<file path="src/rtl/match_scheduler_if.sv">
// Bundle of requester, input-RAM, matcher and response signals
// for match_scheduler (slave = scheduler side, master = environment).
interface match_scheduler_if #(
    parameter int NUM_REQ    = 4,
    parameter int ADDR_WIDTH = 4,
    parameter int DATA_WIDTH = 8
);
    logic [NUM_REQ-1:0]    req;
    logic [NUM_REQ-1:0]    gnt;
    logic                  q_valid;
    logic [DATA_WIDTH-1:0] q_data;
    logic                  q_last;
    logic                  q_ready;
    logic                  iram_we;
    logic [ADDR_WIDTH-1:0] iram_addr;
    logic [DATA_WIDTH-1:0] iram_din;
    logic                  m_rst_n;
    logic                  m_cs;
    logic                  m_done;
    logic                  m_found;
    logic [ADDR_WIDTH-1:0] m_addr_v;
    logic                  rsp_valid;
    logic                  rsp_ready;
    logic                  rsp_found;
    logic [ADDR_WIDTH-1:0] rsp_addr;
    logic                  rsp_timeout;
    logic                  rsp_trunc;

    modport slave (
        input  req, q_valid, q_data, q_last,
        input  m_done, m_found, m_addr_v, rsp_ready,
        output gnt, q_ready, iram_we, iram_addr, iram_din,
        output m_rst_n, m_cs,
        output rsp_valid, rsp_found, rsp_addr, rsp_timeout, rsp_trunc
    );

    modport master (
        output req, q_valid, q_data, q_last,
        output m_done, m_found, m_addr_v, rsp_ready,
        input  gnt, q_ready, iram_we, iram_addr, iram_din,
        input  m_rst_n, m_cs,
        input  rsp_valid, rsp_found, rsp_addr, rsp_timeout, rsp_trunc
    );
endinterface

</file>
<file path="src/rtl/match_scheduler.sv">
// Round-robin scheduler sharing one vocab matcher and its input RAM.
// Optional job statistics counters: define MATCH_SCHED_STATS_EN.
module match_scheduler #(
    parameter int NUM_REQ    = 4,
    parameter int ADDR_WIDTH = 4,
    parameter int DATA_WIDTH = 8,
    parameter int TIMEOUT    = 64
) (
    input  logic clk,
    input  logic rst,
    match_scheduler_if.slave bus
`ifdef MATCH_SCHED_STATS_EN
    ,
    output logic [15:0] stat_jobs,
    output logic [15:0] stat_hits,
    output logic [15:0] stat_timeouts
`endif
);

    localparam int IW = (NUM_REQ > 1) ? $clog2(NUM_REQ) : 1;
    localparam int TW = (TIMEOUT > 1) ? $clog2(TIMEOUT) : 1;
    localparam logic [ADDR_WIDTH-1:0] PTR_MAX = {ADDR_WIDTH{1'b1}};
    localparam logic [TW-1:0] TMO_LAST = TW'(TIMEOUT - 1);

    typedef enum logic [2:0] {
        S_IDLE,
        S_ARB,
        S_LOAD,
        S_TERM,
        S_MRST,
        S_START,
        S_WAIT,
        S_RESP
    } state_e;

    state_e                state_q, state_d;
    logic [IW-1:0]         rr_q, rr_d;
    logic [IW-1:0]         gidx_q, gidx_d;
    logic [NUM_REQ-1:0]    gnt_q, gnt_d;
    logic [ADDR_WIDTH-1:0] wr_ptr_q, wr_ptr_d;
    logic                  trunc_q, trunc_d;
    logic                  drop_q, drop_d;
    logic [TW-1:0]         timer_q, timer_d;
    logic                  found_q, found_d;
    logic [ADDR_WIDTH-1:0] addr_q, addr_d;
    logic                  tmo_q, tmo_d;

    logic                  arb_hit;
    logic [IW-1:0]         arb_idx;
    logic [IW-1:0]         cand;
    logic                  q_ready;
    logic                  iram_we;
    logic [DATA_WIDTH-1:0] iram_din;
    logic                  m_rst_n;
    logic                  m_cs;
    logic                  rsp_valid;

    function automatic logic [IW-1:0] wrap_add(
        input logic [IW-1:0] base,
        input int            off
    );
        int s;
        s = int'(base) + off;
        if (s >= NUM_REQ) s = s - NUM_REQ;
        return IW'(s);
    endfunction

    // Pick the first requester at or after the round-robin pointer.
    always_comb begin
        arb_hit = 1'b0;
        arb_idx = '0;
        cand    = '0;
        for (int i = 0; i < NUM_REQ; i++) begin
            cand = wrap_add(rr_q, i);
            if (!arb_hit && bus.req[cand]) begin
                arb_hit = 1'b1;
                arb_idx = cand;
            end
        end
    end

    // Job sequencing: next state, datapath updates and strobes.
    always_comb begin
        state_d   = state_q;
        rr_d      = rr_q;
        gidx_d    = gidx_q;
        gnt_d     = gnt_q;
        wr_ptr_d  = wr_ptr_q;
        trunc_d   = trunc_q;
        drop_d    = drop_q;
        timer_d   = timer_q;
        found_d   = found_q;
        addr_d    = addr_q;
        tmo_d     = tmo_q;
        q_ready   = 1'b0;
        iram_we   = 1'b0;
        iram_din  = '0;
        m_rst_n   = 1'b0;
        m_cs      = 1'b0;
        rsp_valid = 1'b0;
        unique case (state_q)
            S_IDLE: begin
                if (|bus.req) state_d = S_ARB;
            end
            S_ARB: begin
                if (arb_hit) begin
                    gidx_d   = arb_idx;
                    gnt_d    = NUM_REQ'(1) << arb_idx;
                    wr_ptr_d = '0;
                    trunc_d  = 1'b0;
                    drop_d   = 1'b0;
                    found_d  = 1'b0;
                    addr_d   = '0;
                    tmo_d    = 1'b0;
                    state_d  = S_LOAD;
                end else begin
                    state_d = S_IDLE;
                end
            end
            S_LOAD: begin
                q_ready = 1'b1;
                if (bus.q_valid) begin
                    if (!drop_q) begin
                        if (bus.q_data == '0) begin
                            drop_d = 1'b1;
                        end else if (wr_ptr_q != PTR_MAX) begin
                            iram_we  = 1'b1;
                            iram_din = bus.q_data;
                            wr_ptr_d = wr_ptr_q + 1'b1;
                        end else begin
                            trunc_d = 1'b1;
                        end
                    end
                    if (bus.q_last) state_d = S_TERM;
                end
            end
            S_TERM: begin
                iram_we = 1'b1;
                state_d = S_MRST;
            end
            S_MRST: begin
                state_d = S_START;
            end
            S_START: begin
                m_rst_n = 1'b1;
                m_cs    = 1'b1;
                timer_d = '0;
                state_d = S_WAIT;
            end
            S_WAIT: begin
                m_rst_n = 1'b1;
                if (bus.m_done) begin
                    found_d = bus.m_found;
                    addr_d  = bus.m_addr_v;
                    state_d = S_RESP;
                end else if (timer_q == TMO_LAST) begin
                    tmo_d   = 1'b1;
                    found_d = 1'b0;
                    addr_d  = '0;
                    state_d = S_RESP;
                end else begin
                    timer_d = timer_q + 1'b1;
                end
            end
            S_RESP: begin
                m_rst_n   = 1'b1;
                rsp_valid = 1'b1;
                if (bus.rsp_ready) begin
                    gnt_d   = '0;
                    rr_d    = wrap_add(gidx_q, 1);
                    state_d = S_IDLE;
                end
            end
            default: state_d = S_IDLE;
        endcase
    end

    // State and datapath registers.
    always_ff @(posedge clk) begin
        if (rst) begin
            state_q  <= S_IDLE;
            rr_q     <= '0;
            gidx_q   <= '0;
            gnt_q    <= '0;
            wr_ptr_q <= '0;
            trunc_q  <= 1'b0;
            drop_q   <= 1'b0;
            timer_q  <= '0;
            found_q  <= 1'b0;
            addr_q   <= '0;
            tmo_q    <= 1'b0;
        end else begin
            state_q  <= state_d;
            rr_q     <= rr_d;
            gidx_q   <= gidx_d;
            gnt_q    <= gnt_d;
            wr_ptr_q <= wr_ptr_d;
            trunc_q  <= trunc_d;
            drop_q   <= drop_d;
            timer_q  <= timer_d;
            found_q  <= found_d;
            addr_q   <= addr_d;
            tmo_q    <= tmo_d;
        end
    end

    assign bus.gnt         = gnt_q;
    assign bus.q_ready     = q_ready;
    assign bus.iram_we     = iram_we;
    assign bus.iram_addr   = wr_ptr_q;
    assign bus.iram_din    = iram_din;
    assign bus.m_rst_n     = m_rst_n;
    assign bus.m_cs        = m_cs;
    assign bus.rsp_valid   = rsp_valid;
    assign bus.rsp_found   = found_q;
    assign bus.rsp_addr    = addr_q;
    assign bus.rsp_timeout = tmo_q;
    assign bus.rsp_trunc   = trunc_q;

`ifdef MATCH_SCHED_STATS_EN
    logic [15:0] jobs_q, jobs_d;
    logic [15:0] hits_q, hits_d;
    logic [15:0] tmos_q, tmos_d;
    logic        rsp_hs;

    assign rsp_hs = (state_q == S_RESP) && bus.rsp_ready;

    // Saturating job counters, bumped on the response handshake.
    always_comb begin
        jobs_d = jobs_q;
        hits_d = hits_q;
        tmos_d = tmos_q;
        if (rsp_hs) begin
            if (jobs_q != 16'hFFFF) jobs_d = jobs_q + 1'b1;
            if (found_q && hits_q != 16'hFFFF) hits_d = hits_q + 1'b1;
            if (tmo_q && tmos_q != 16'hFFFF) tmos_d = tmos_q + 1'b1;
        end
    end

    // Statistics registers.
    always_ff @(posedge clk) begin
        if (rst) begin
            jobs_q <= '0;
            hits_q <= '0;
            tmos_q <= '0;
        end else begin
            jobs_q <= jobs_d;
            hits_q <= hits_d;
            tmos_q <= tmos_d;
        end
    end

    assign stat_jobs     = jobs_q;
    assign stat_hits     = hits_q;
    assign stat_timeouts = tmos_q;
`endif

endmodule

</file>
<file path="src/flat_wrapper.sv">
// flat-port wrapper written by rule: the top's interface ports become plain ports
module match_scheduler_flat 
#(
    parameter int NUM_REQ    = 4,
    parameter int ADDR_WIDTH = 4,
    parameter int DATA_WIDTH = 8,
    parameter int TIMEOUT    = 64
)
  (clk, rst, bus_req, bus_q_valid, bus_q_data, bus_q_last, bus_m_done, bus_m_found, bus_m_addr_v, bus_rsp_ready, bus_gnt, bus_q_ready, bus_iram_we, bus_iram_addr, bus_iram_din, bus_m_rst_n, bus_m_cs, bus_rsp_valid, bus_rsp_found, bus_rsp_addr, bus_rsp_timeout, bus_rsp_trunc);
  match_scheduler_if #(.NUM_REQ(NUM_REQ), .ADDR_WIDTH(ADDR_WIDTH), .DATA_WIDTH(DATA_WIDTH)) bus_i ();
  input  logic clk;
  input  logic rst;
  input wire logic [$bits(bus_i.req)-1:0] bus_req;
  input wire logic [$bits(bus_i.q_valid)-1:0] bus_q_valid;
  input wire logic [$bits(bus_i.q_data)-1:0] bus_q_data;
  input wire logic [$bits(bus_i.q_last)-1:0] bus_q_last;
  input wire logic [$bits(bus_i.m_done)-1:0] bus_m_done;
  input wire logic [$bits(bus_i.m_found)-1:0] bus_m_found;
  input wire logic [$bits(bus_i.m_addr_v)-1:0] bus_m_addr_v;
  input wire logic [$bits(bus_i.rsp_ready)-1:0] bus_rsp_ready;
  output wire logic [$bits(bus_i.gnt)-1:0] bus_gnt;
  output wire logic [$bits(bus_i.q_ready)-1:0] bus_q_ready;
  output wire logic [$bits(bus_i.iram_we)-1:0] bus_iram_we;
  output wire logic [$bits(bus_i.iram_addr)-1:0] bus_iram_addr;
  output wire logic [$bits(bus_i.iram_din)-1:0] bus_iram_din;
  output wire logic [$bits(bus_i.m_rst_n)-1:0] bus_m_rst_n;
  output wire logic [$bits(bus_i.m_cs)-1:0] bus_m_cs;
  output wire logic [$bits(bus_i.rsp_valid)-1:0] bus_rsp_valid;
  output wire logic [$bits(bus_i.rsp_found)-1:0] bus_rsp_found;
  output wire logic [$bits(bus_i.rsp_addr)-1:0] bus_rsp_addr;
  output wire logic [$bits(bus_i.rsp_timeout)-1:0] bus_rsp_timeout;
  output wire logic [$bits(bus_i.rsp_trunc)-1:0] bus_rsp_trunc;
  assign bus_i.req = bus_req;
  assign bus_i.q_valid = bus_q_valid;
  assign bus_i.q_data = bus_q_data;
  assign bus_i.q_last = bus_q_last;
  assign bus_i.m_done = bus_m_done;
  assign bus_i.m_found = bus_m_found;
  assign bus_i.m_addr_v = bus_m_addr_v;
  assign bus_i.rsp_ready = bus_rsp_ready;
  assign bus_gnt = bus_i.gnt;
  assign bus_q_ready = bus_i.q_ready;
  assign bus_iram_we = bus_i.iram_we;
  assign bus_iram_addr = bus_i.iram_addr;
  assign bus_iram_din = bus_i.iram_din;
  assign bus_m_rst_n = bus_i.m_rst_n;
  assign bus_m_cs = bus_i.m_cs;
  assign bus_rsp_valid = bus_i.rsp_valid;
  assign bus_rsp_found = bus_i.rsp_found;
  assign bus_rsp_addr = bus_i.rsp_addr;
  assign bus_rsp_timeout = bus_i.rsp_timeout;
  assign bus_rsp_trunc = bus_i.rsp_trunc;
  match_scheduler #(.NUM_REQ(NUM_REQ), .ADDR_WIDTH(ADDR_WIDTH), .DATA_WIDTH(DATA_WIDTH), .TIMEOUT(TIMEOUT)) u_core (.clk(clk), .rst(rst), .bus(bus_i));
endmodule
</file>
<file path="config.mk">
export PLATFORM = sky130hd
export DESIGN_NAME = match_scheduler_flat
export DESIGN_NICKNAME = d
export VERILOG_FILES = /design/src/rtl/match_scheduler_if.sv /design/src/rtl/match_scheduler.sv /design/src/flat_wrapper.sv
export SDC_FILE = /design/constraint.sdc
export NUM_CORES = 1
export LEC_CHECK = 0
export BUFFER_PORTS_ARGS = -buffer_cell sky130_fd_sc_hd__buf_2
export CAP_MARGIN = 20
export CORE_MARGIN = 1.5
export CORE_UTILIZATION = 49
export DETAILED_ROUTE_END_ITERATION = 10
export GPL_ROUTABILITY_DRIVEN = 0
export PLACE_DENSITY = 0.82
export RECOVER_POWER = 25
export SYNTH_ARGS = -nofsm -noshare
export SYNTH_HDL_FRONTEND = slang
export SYNTH_SLANG_ARGS = --single-unit
export TNS_END_PERCENT = 20
</file>
<file path="constraint.sdc">
create_clock -name clk -period 2.15 [get_ports clk]
set_input_delay 0.215 -clock clk [delete_from_list [all_inputs] [get_ports clk]]
set_output_delay 0.215 -clock clk [all_outputs]
set_load 0.02 [all_outputs]
</file>
==> run metrics, run 1 <==
cell family with the largest share of critical-path delay=simple AND/OR/NAND/NOR gates; largest net degree at the start of global routing=23; power per cell area=a little under 700 nW/um^2; number of enable-type register cells in the synthesized netlist=0; aggregate negative setup slack=0 ps; DRC errors left=0; H-tree levels=2; Slew @ Worst Pin=about 600 ps; number of instances in the synthesized netlist=191; endpoints failing setup=0; global-route total usage across every layer=around 21%; post-synthesis sequential area ratio=between 30% and 40%; most used flip-flop cell after synthesis=dfxtp_1; count of routing violations after the opening detailed-route iteration=65; Via Count=roughly 1500; final net count=274; relative slew slack=between 50% and 60%; TritonCTS Sinks=29; Post-Route Skew=~9 ps; routed wirelength normalized by instance count=12.2 um; die outline width=around 59 um; HPWL reported at the end of detailed placement=~2600 um; count of buffers from port buffering=50; kind of launch point of the worst setup path=register; Die ar.=approximately 3400 um^2; placeable core area=roughly 3000 um^2; Critical Path Sink Type=output pin; total iterations of the first detailed-routing run=4; final hold violation count=0; LEAKAGE=0.809 nW; Hold Crit Class=input pin to register; clock latency of the later-clocked register in the worst-skew pair=330 ps; buffer type at the clock tree root=clkbuf_4; cts bufs inserted=5; Boundary Pins=between 50 and 60; result of the run=finished, final reports clean; Syn Std Cell Area=around 1500 um^2; antenna fix cells=0; post-route ant nets=0; min cycle time layout=just over 2000 ps; VDD IR max=slightly above 0.5 mV; maximum clock insertion buffer count=2; biggest cell delay along the critical path=between 400 and 500 ps; initial core utilization=about half; library cell contributing the largest single delay on the critical path=or3b_4; endpoint required time on the critical path=1930 ps; Max-Cap Viols=0; achievable clock frequency=a little under 0.5 GHz; unrepaired setup endpoints after global routing=false; layout cells sized above 1=24.8%; total wire length=3460 um; Max Transition Viols Final=0; Syn Nets=between 200 and 250; post-DR vias/cell=between 5 and 6; count of unique library cells instantiated by Yosys=46; Power Total=roughly 1.3 mW; post-synthesis to final-layout area growth=27.2%; count of warnings emitted by yosys=0; CTS tree=done; Worst Path Buf+Inv=1; site row count=20; Max FO, Critical Path=14; Worst Path Class, Setup=register to output pin; first-pass GRT wire length=about 5600 um; number of filler cells placed in the layout=around 280; final clock period utilization by the worst path=95.2%; Post-synth ARST share=0%; clock transition time at the flip-flop clock pins of the worst setup and hold paths=100 ps; number of synthesized register bits=29; vertical die dimension=about 60 um; crit path DAT=1830 ps; Critical Path, Cell by Cell=or3b_4 -> a31oi_4 -> and3_4 -> o211a_1 -> buf_2; synthesized area per cell=~8 um^2; via count of the first global-routing pass=~1400; number of hold-repair buffers added at the cts stage=0; initial antenna violation count=0; total grt overflow=0
[cell usage in the layout, fill, tap and decap left out, types with 2 or more instances in the layout]
cell type and n:
a211oi_1 3, nor4_1 3, and2_1 8, dfxtp_1 27, nand3_1 3, and3_1 2
or3_1 3, ha_1 2, buf_4 9, clkbuf_4 5, inv_1 6, clkbuf_1 14
nor3_1 3, nor2_1 26, nand2_1 18, buf_2 36, a21boi_0 3, nor3b_1 2
a21oi_1 17, nand3b_1 3, or4_1 2, o22ai_1 2, o21ai_0 9, mux2i_1 2
a22oi_1 6, nand2b_1 2, xnor2_1 6
[area by class of cell]
type,instances,area (um^2),share of cell area (%)
inverters,6,22.5,1.16
clock buffers,6,51.3,2.65
flip-flops and latches,29,586,30.3
multi-input cells,148,896,46.3
well taps,33,41.3,2.13
clock inverters,2,37.5,1.94
repair buffers,59,300,15.5
[cells in the mapped netlist, types with 2 or more instances]
library cell  number  area (um^2)
a21boi_0           3         22.5
and2_1             8         50.1
dfxtp_1           29          581
nand2b_1           2         12.5
ha_1               2         25.0
nor2_1            26         97.6
clkbuf_1           7         26.3
or3_1              3         18.8
or4_1              2         15.0
nand2_1           18         67.6
buf_2              2         10.0
a22oi_1            6         45.0
o22ai_1            2         12.5
a21oi_1           17         85.1
and3_1             3         18.8
o21ai_0            9         45.0
a211oi_1           3         22.5
nor3_1             3         15.0
xnor2_1            6         52.6
inv_1              6         22.5
nand3b_1           3         22.5
mux2i_1            2         20.0
nand3_1            3         15.0
nor3b_1            2         15.0
nor4_1             3         18.8
[registers in the layout (all words and copies together), names as in the netlist, 2 cells and up]
signal / cells
u_core.bus.gnt: 4
u_core.gidx_q: 2
u_core.timer_q: 6
u_core.bus.rsp_addr: 4
u_core.rr_q: 2
u_core.state_q: 3
u_core.bus.iram_addr: 4
[per-layer routing]
layer	track usage [%]	vias to the layer above	part of all wire (%)
li1	-	799	-
met5	0	-	0
met3	6.15	8	5.1
met2	36.8	41	49
met1	24.7	695	45
met4	10.1	0	1.5
[cells by family (layout without fill, tap and decap cells)]
group | Yosys count | after routing | share of synthesized area [%]
adders and majority gates | 2 | 2 | 1.65
AOI/OAI and AO/OA | 54 | 54 | 24.0
buffers and inverters | 15 | 73 | 3.87
xor gates and xnor gates | 6 | 6 | 3.46
DFF | 29 | 29 | 38.2
muxes | 2 | 2 | 1.32
and+or+nand+nor | 83 | 84 | 27.6
[report_power, final]
part,total (mW),switching [mW],internal (mW),leakage (nW)
Sequential,0.581,0.0229,0.558,0.236
Combinational,0.249,0.142,0.107,0.528
Clock,0.474,0.197,0.276,0.0445
[worst reg2reg max path, cell delays in order, from the launching register on]
cell and delay, ps:
dfxtp_4 390, or3b_4 420, a31oi_4 180, buf_4 140
a21oi_2 80, or4_1 530, a21oi_1 140
[through the flow]
stage	util [%]	hold slack [ps]	worst slack (ps)	cell area, um^2	cells
final	64.4	112	103	1930	283
after CTS	64.3	105	25.7	1930	281
after global routing	64.4	113	18.3	1930	283
after global placement	61.1	445	248	1840	273
after detailed placement	61.1	448	208	1840	273
after floorplan	-	363	330	1520	191
[path summary, 6_finish.rpt]
path | cells past startpoint | from | endpoint | slack (ps)
setup reg to reg | 6 | u_core.state_q[0]$_SDFFE_PP0P_ | u_core.bus.iram_addr[2]$_SDFFE_PP0P_ | 210
hold reg to reg | 2 | u_core.bus.gnt[0]$_SDFFE_PP0P_ | u_core.bus.gnt[0]$_SDFFE_PP0P_ | 460
hold / removal | 3 | bus_m_addr_v[0] | u_core.bus.rsp_addr[0]$_SDFFE_PP0P_ | 110
setup / recovery | 5 | u_core.state_q[0]$_SDFFE_PP0P_ | bus_iram_we | 100
[timing repair]
action / 4_1_cts / 5_1_grt
resized for setup: 3 / 3
setup buffers: 0 / 1
gates cloned: 0 / 1
setup endpoints to repair: 9 / 9
pin swaps: 0 / 1
Power figures use the tool's default switching activity.
==> run 2: changes to the inputs <==
- PLACE_DENSITY: 0.82 -> 0.81
==> run 2 against run 1 <==
Combinational power increased by 3%; global-route usage increased by 0.78 points; sequential share of layout area decreased by 0.12 points; first-iteration DRC count increased by 12%; design area increased by 0.39%; core utilization increased by 0.25 points; non-clock buffer count increased by 1.
==> run metrics, run 2 (synthesis results as in run 1) <==
result of the run=finished, final reports clean; unrepaired setup endpoints after global routing=false; Hold Crit Class=input pin to register; total wire length=3720 um (+7.7%); most frequent standard cell in the layout excluding fill and tap cells=buf_2; flip-flop count of the largest register, all copies and words added=6 (unchanged); post-DR vias/cell=5.55 (+1.8%); DRC errors left=0 (unchanged); sequential cell fraction of total power=44.4% (-0.2 points); placeable core area=3000 um^2 (unchanged); cts bufs inserted=5 (unchanged); Int Power=0.944 mW (+0.30%); cell family with the largest share of critical-path delay=simple AND/OR/NAND/NOR gates; global-route total usage across every layer=22.3% (+0.78 points); largest net degree at the start of global routing=23 (unchanged); Max Transition Viols Final=0 (unchanged); final hold violation count=0 (unchanged); site row count=20 (unchanged); most used cells in the layout excluding fill and tap cells=36 x buf_2, 27 x dfxtp_1, 26 x nor2_1, 18 x nand2_1, 17 x a21oi_1; power spent charging and discharging nets=0.369 mW (+1.8%); relative slew slack=60.6% (+1.1 points); Worst Path Class, Setup=register to output pin; die outline width=58.7 um (unchanged); Worst Path Buf+Inv=1 (unchanged); total iterations of the first detailed-routing run=4 (unchanged); min cycle time layout=2070 ps (+21.3 ps); layout cells sized above 1=25.1% (+0.30 points); LEAKAGE=0.814 nW (+0.67%); final clock period utilization by the worst path=96.2% (+0.99 points); Via Count=1576 (+2.1%); crit path DAT=1850 ps (+20 ps); VDD IR max=0.493 mV (-4.6%); buffer type at the clock tree root=clkbuf_4; post-synthesis to final-layout area growth=27.7%; aggregate negative setup slack=0 ps (unchanged); final net count=275 (+0.36%); clock transition time at the flip-flop clock pins of the worst setup and hold paths=100 ps (about the same); Clk network pwr share=36.2% (about the same); initial core utilization=50.6% (unchanged); fraction of power spent switching nets=28.1% (+0.30 points); Slew @ Worst Pin=587 ps (-16.5 ps); Placed Instance Area=1820 um^2 (-0.82%); endpoint required time on the critical path=1930 ps (about the same); H-tree levels=2 (unchanged); post-route ant nets=0 (unchanged); Boundary Pins=51 (unchanged); biggest cell delay along the critical path=420 ps (about the same); library cell contributing the largest single delay on the critical path=or3b_4; kind of launch point of the worst setup path=register; initial antenna violation count=0 (unchanged); Post-Route Skew=8.48 ps (-0.775 ps); via count of the first global-routing pass=1351 (-2.5%); Critical Path Sink Type=output pin; Max-Cap Viols=0 (unchanged); count of buffers from port buffering=50 (unchanged); share of total power in combinational logic=19.5% (+0.4 points); count of routing violations after the opening detailed-route iteration=73 (+12%); maximum clock insertion buffer count=2 (unchanged); post-route cell area=1940 um^2 (+0.39%); total grt overflow=0 (unchanged); Max FO, Critical Path=14 (unchanged); Critical Path, Cell by Cell=or3b_4 -> a31oi_4 -> and3_4 -> and2_1 -> buf_2; TritonCTS Sinks=29 (unchanged); HPWL reported at the end of detailed placement=2600 um (+1.3%); Die ar.=3450 um^2 (unchanged); power per cell area=676 nW/um^2 (+0.32%); register with the most flip-flops=u_core.timer_q; routed wirelength normalized by instance count=13.1 um (+7.3%); vertical die dimension=58.7 um (unchanged); clock latency of the later-clocked register in the worst-skew pair=340 ps (about the same); first-pass GRT wire length=5840 um (+3.5%); achievable clock frequency=0.484 GHz (-1.0%); endpoints failing setup=0 (unchanged); antenna fix cells=0 (unchanged); CTS tree=done
[run 2: path summary, 6_finish.rpt]
kind                            slack [ps]                           start                              endpoint  cells past startpoint
worst min-delay path                   110                 bus_m_addr_v[2]   u_core.bus.rsp_addr[2]$_SDFFE_PP0P_                      3
worst min register to register         460  u_core.bus.gnt[1]$_SDFFE_PP0P_        u_core.bus.gnt[1]$_SDFFE_PP0P_                      2
worst max register to register         100  u_core.state_q[0]$_SDFFE_PP0P_  u_core.bus.iram_addr[2]$_SDFFE_PP0P_                      7
worst max-delay path                    80  u_core.state_q[0]$_SDFFE_PP0P_                       bus_iram_din[4]                      5
[run 2: what timing repair did]
action / 4_1_cts / 5_1_grt
gates resized for setup: 4 / 2
endpoints found under the setup margin: 9 / 9
hold buffers: 0 / 0
setup buffers: 0 / 4
pin swaps: 0 / 1
gates cloned: 0 / 1
[run 2: area by class of cell]
type / count / area (um^2)
Inverter: 6 / 22.5
Fill cell: 279 / 1060
Tap cell: 33 / 41.3
Clock buffer: 6 / 51.3
Multi-Input combinational cell: 148 / 896
Timing Repair Buffer: 60 / 308
Clock inverter: 2 / 37.5
Sequential cell: 29 / 586
[run 2: per-stage QoR]
stage	setup WS (ps)	util, %	cells	power, mW	hold WS, ps
6_report	81.8	64.7	284	1.31	115
3_5_place_dp	209	60.6	271	0.830	446
5_1_grt	25.8	64.7	284	1.38	121
4_1_cts	12.6	63.8	279	1.31	106
2_1_floorplan	330	-	191	0.744	363
3_3_place_gp	238	60.6	271	0.825	443
[run 2: power groups by stage]
| stage | Combinational (mW) | Sequential, mW | Clock, mW |
|---|---|---|---|
| 6_report | 0.256 | 0.583 | 0.475 |
| 5_1_grt | 0.281 | 0.586 | 0.512 |
| 4_1_cts | 0.241 | 0.582 | 0.487 |
| 3_5_place_dp | 0.237 | 0.593 | 0 |
| 3_3_place_gp | 0.233 | 0.592 | 0 |
| 2_1_floorplan | 0.146 | 0.597 | 0 |
[run 2: metal layers]
layer  up-vias  GRT usage (%)  wire length, um
li1        808              -                -
met2        44           35.6             1820
met1       719           26.6             1660
met4         0           9.74               59
met3         5           8.57              187
met5         -              0                0
[run 2: tightest hold or removal path, cell delays in order]
cell and delay, ps:
buf_2 70, a22oi_1 60, nor2_1 70
==> run 3: changes to the inputs <==
- BUFFER_PORTS_ARGS: -buffer_cell sky130_fd_sc_hd__buf_2 -> -buffer_cell sky130_fd_sc_hd__buf_4
- CORE_UTILIZATION: 49 -> 35
- PLACE_DENSITY: 0.81 -> 0.62
==> run 3 against run 2 <==
Worst hold slack gained 47 ps; largest cell class unchanged; sequential cell count is the same; critical endpoint is now bus_iram_we; worst setup slack gained 37 ps; highest routed layer unchanged.
==> run metrics, run 3 (synthesis results as in run 1) <==
result of the run=finished, final reports clean; final net count=271 (-1.5%); count of buffers from port buffering=50 (unchanged); DRC errors left=0 (unchanged); aggregate negative setup slack=0 ps (unchanged); Max FO, Critical Path=11 (-3); min cycle time layout=2030 ps (-37.2 ps); Boundary Pins=51 (unchanged); final hold violation count=0 (unchanged); final worst slack=119 ps (+37.2 ps); H-tree levels=2 (unchanged); total iterations of the first detailed-routing run=4 (unchanged); buffer type at the clock tree root=clkbuf_8; Die ar.=4750 um^2 (+38%); global-route total usage across every layer=17.8% (-4.4 points); die outline width=68.9 um (+17%); final non-filler cell total=297 (+4.6%); Hold Crit Class=input pin to register; Worst Path Class, Setup=register to output pin; maximum clock insertion buffer count=2 (unchanged); Via Count=1520 (-3.6%); routed length on met2=1690 um (-7.3%); cts bufs inserted=5 (unchanged); first-pass GRT wire length=6350 um (+8.7%); endpoint required time on the critical path=1930 ps (about the same); layout cells sized above 1=23.1% (-2.0 points); most frequent standard cell in the layout excluding fill and tap cells=buf_4; worst slack at placement=179 ps (-29.9 ps); via count of the first global-routing pass=1421 (+5.2%); Slew @ Worst Pin=605 ps (+18.2 ps); VDD IR max=0.379 mV (-23%); total grt overflow=0 (unchanged); share of the core filled with cells=50.1% (-15 points); placeable core area=4090 um^2 (+36%); count of routing violations after the opening detailed-route iteration=94 (+29%); crit path DAT=1820 ps (-30 ps); post-route ant nets=0 (unchanged); number of filler cells placed in the layout=446 (+60%); post-DR vias/cell=5.12 (-7.8%); LEAKAGE=0.818 nW (+0.49%); clock transition time at the flip-flop clock pins of the worst setup and hold paths=70 ps (-30 ps); post-synthesis to final-layout area growth=34.6%; highest metal layer used by the detailed router=met4; number of cells traversed by the worst register-to-register path=6 (-1); flip-flop count of the largest register, all copies and words added=6 (unchanged); Max-Cap Viols=0 (unchanged); power per cell area=693 nW/um^2 (+2.5%); initial core utilization=37.2% (-13 points); Hold Path Depth=3 (unchanged); total wire length=3730 um (+0.13%); endpoints failing setup=0 (unchanged); TritonCTS Sinks=29 (unchanged); Post-Route Skew=5.86 ps (-2.61 ps); relative slew slack=59.4% (-1.2 points); largest net degree at the start of global routing=23 (unchanged); CTS tree=done; most used cells in the layout excluding fill and tap cells=43 x buf_4, 28 x dfxtp_1, 26 x nor2_1, 18 x nand2_1, 17 x a21oi_1; antenna fix cells=0 (unchanged); post-CTS setup-driven buffer insertion count=0 (unchanged); initial antenna violation count=0 (unchanged); clock latency of the later-clocked register in the worst-skew pair=280 ps (-60 ps); HPWL reported at the end of detailed placement=2800 um (+7.7%); met3 wire length=151 um (-19%); placed cell count=289 (+6.6%); routed wirelength normalized by instance count=12.6 um (-4.2%); unrepaired setup endpoints after global routing=false; Critical Path Sink Type=output pin; kind of launch point of the worst setup path=register; register with the most flip-flops=u_core.timer_q; Max Transition Viols Final=0 (unchanged); Routed met1 length=1840 um (+11%); achievable clock frequency=0.492 GHz (+1.8%); final clock period utilization by the worst path=94.5% (-1.7 points); Power Total=1.42 mW (+8.0%); vertical die dimension=68.9 um (+17%); site row count=23 (+15%)
==> run 3: stage by stage <==
step / hold WS [ps] / area (um^2)
CTS: 155 / 2090
finish: 162 / 2050
global placement: 449 / 1970
global route: 156 / 2050
floorplan: 363 / 1520
detailed placement: 452 / 1970
==> run 3: worst max-delay path: stages (launching register included) <==
cell,delay [ps]
dfxtp_4,400
or3b_1,420
a31oi_4,190
and3_4,250
o211a_1,140
buf_4,130
==> run 3: final cells by class <==
cell class / instances / area, um^2 / share of cell area (%)
clock buffer: 5 / 68.8 / 3.36
tap: 50 / 62.6 / 3.06
inverter: 6 / 22.5 / 1.10
multi-input combinational: 147 / 886 / 43.3
sequential: 29 / 584 / 28.6
timing repair buffer: 57 / 375 / 18.3
clock inverter: 3 / 46.3 / 2.26
==> run 3: path summary, 6_finish.rpt <==
kind	from	end	slack, ps
worst min register to register	u_core.bus.gnt[1]$_SDFFE_PP0P_	u_core.bus.gnt[1]$_SDFFE_PP0P_	460
worst min-delay path	bus_m_addr_v[3]	u_core.bus.rsp_addr[3]$_SDFFE_PP0P_	160
worst max-delay path	u_core.state_q[1]$_SDFFE_PP0P_	bus_iram_we	120
worst max register to register	u_core.state_q[2]$_SDFFE_PP0P_	u_core.bus.rsp_trunc$_SDFFE_PP0P_	270
==> run 3: power breakdown <==
group	switching (mW)	total [mW]	internal, mW	leakage (nW)
registers	0.0215	0.579	0.558	0.235
logic	0.144	0.261	0.117	0.528
clock network	0.230	0.577	0.346	0.0543
total	0.396	1.42	1.02	0.818
==> run 3: routing by layer <==
| layer | vias up | GRT usage [%] |
|---|---|---|
| met5 | - | 0 |
| met4 | 0 | 6.62 |
| met3 | 5 | 4.55 |
| met2 | 23 | 27.8 |
| met1 | 697 | 23.7 |
| li1 | 795 | - |
==> run 3: repair_timing <==
action | 4_1_cts | 5_1_grt
resized for setup | 2 | 2
setup endpoints to repair | 9 | 9
hold buffers | 0 | 0
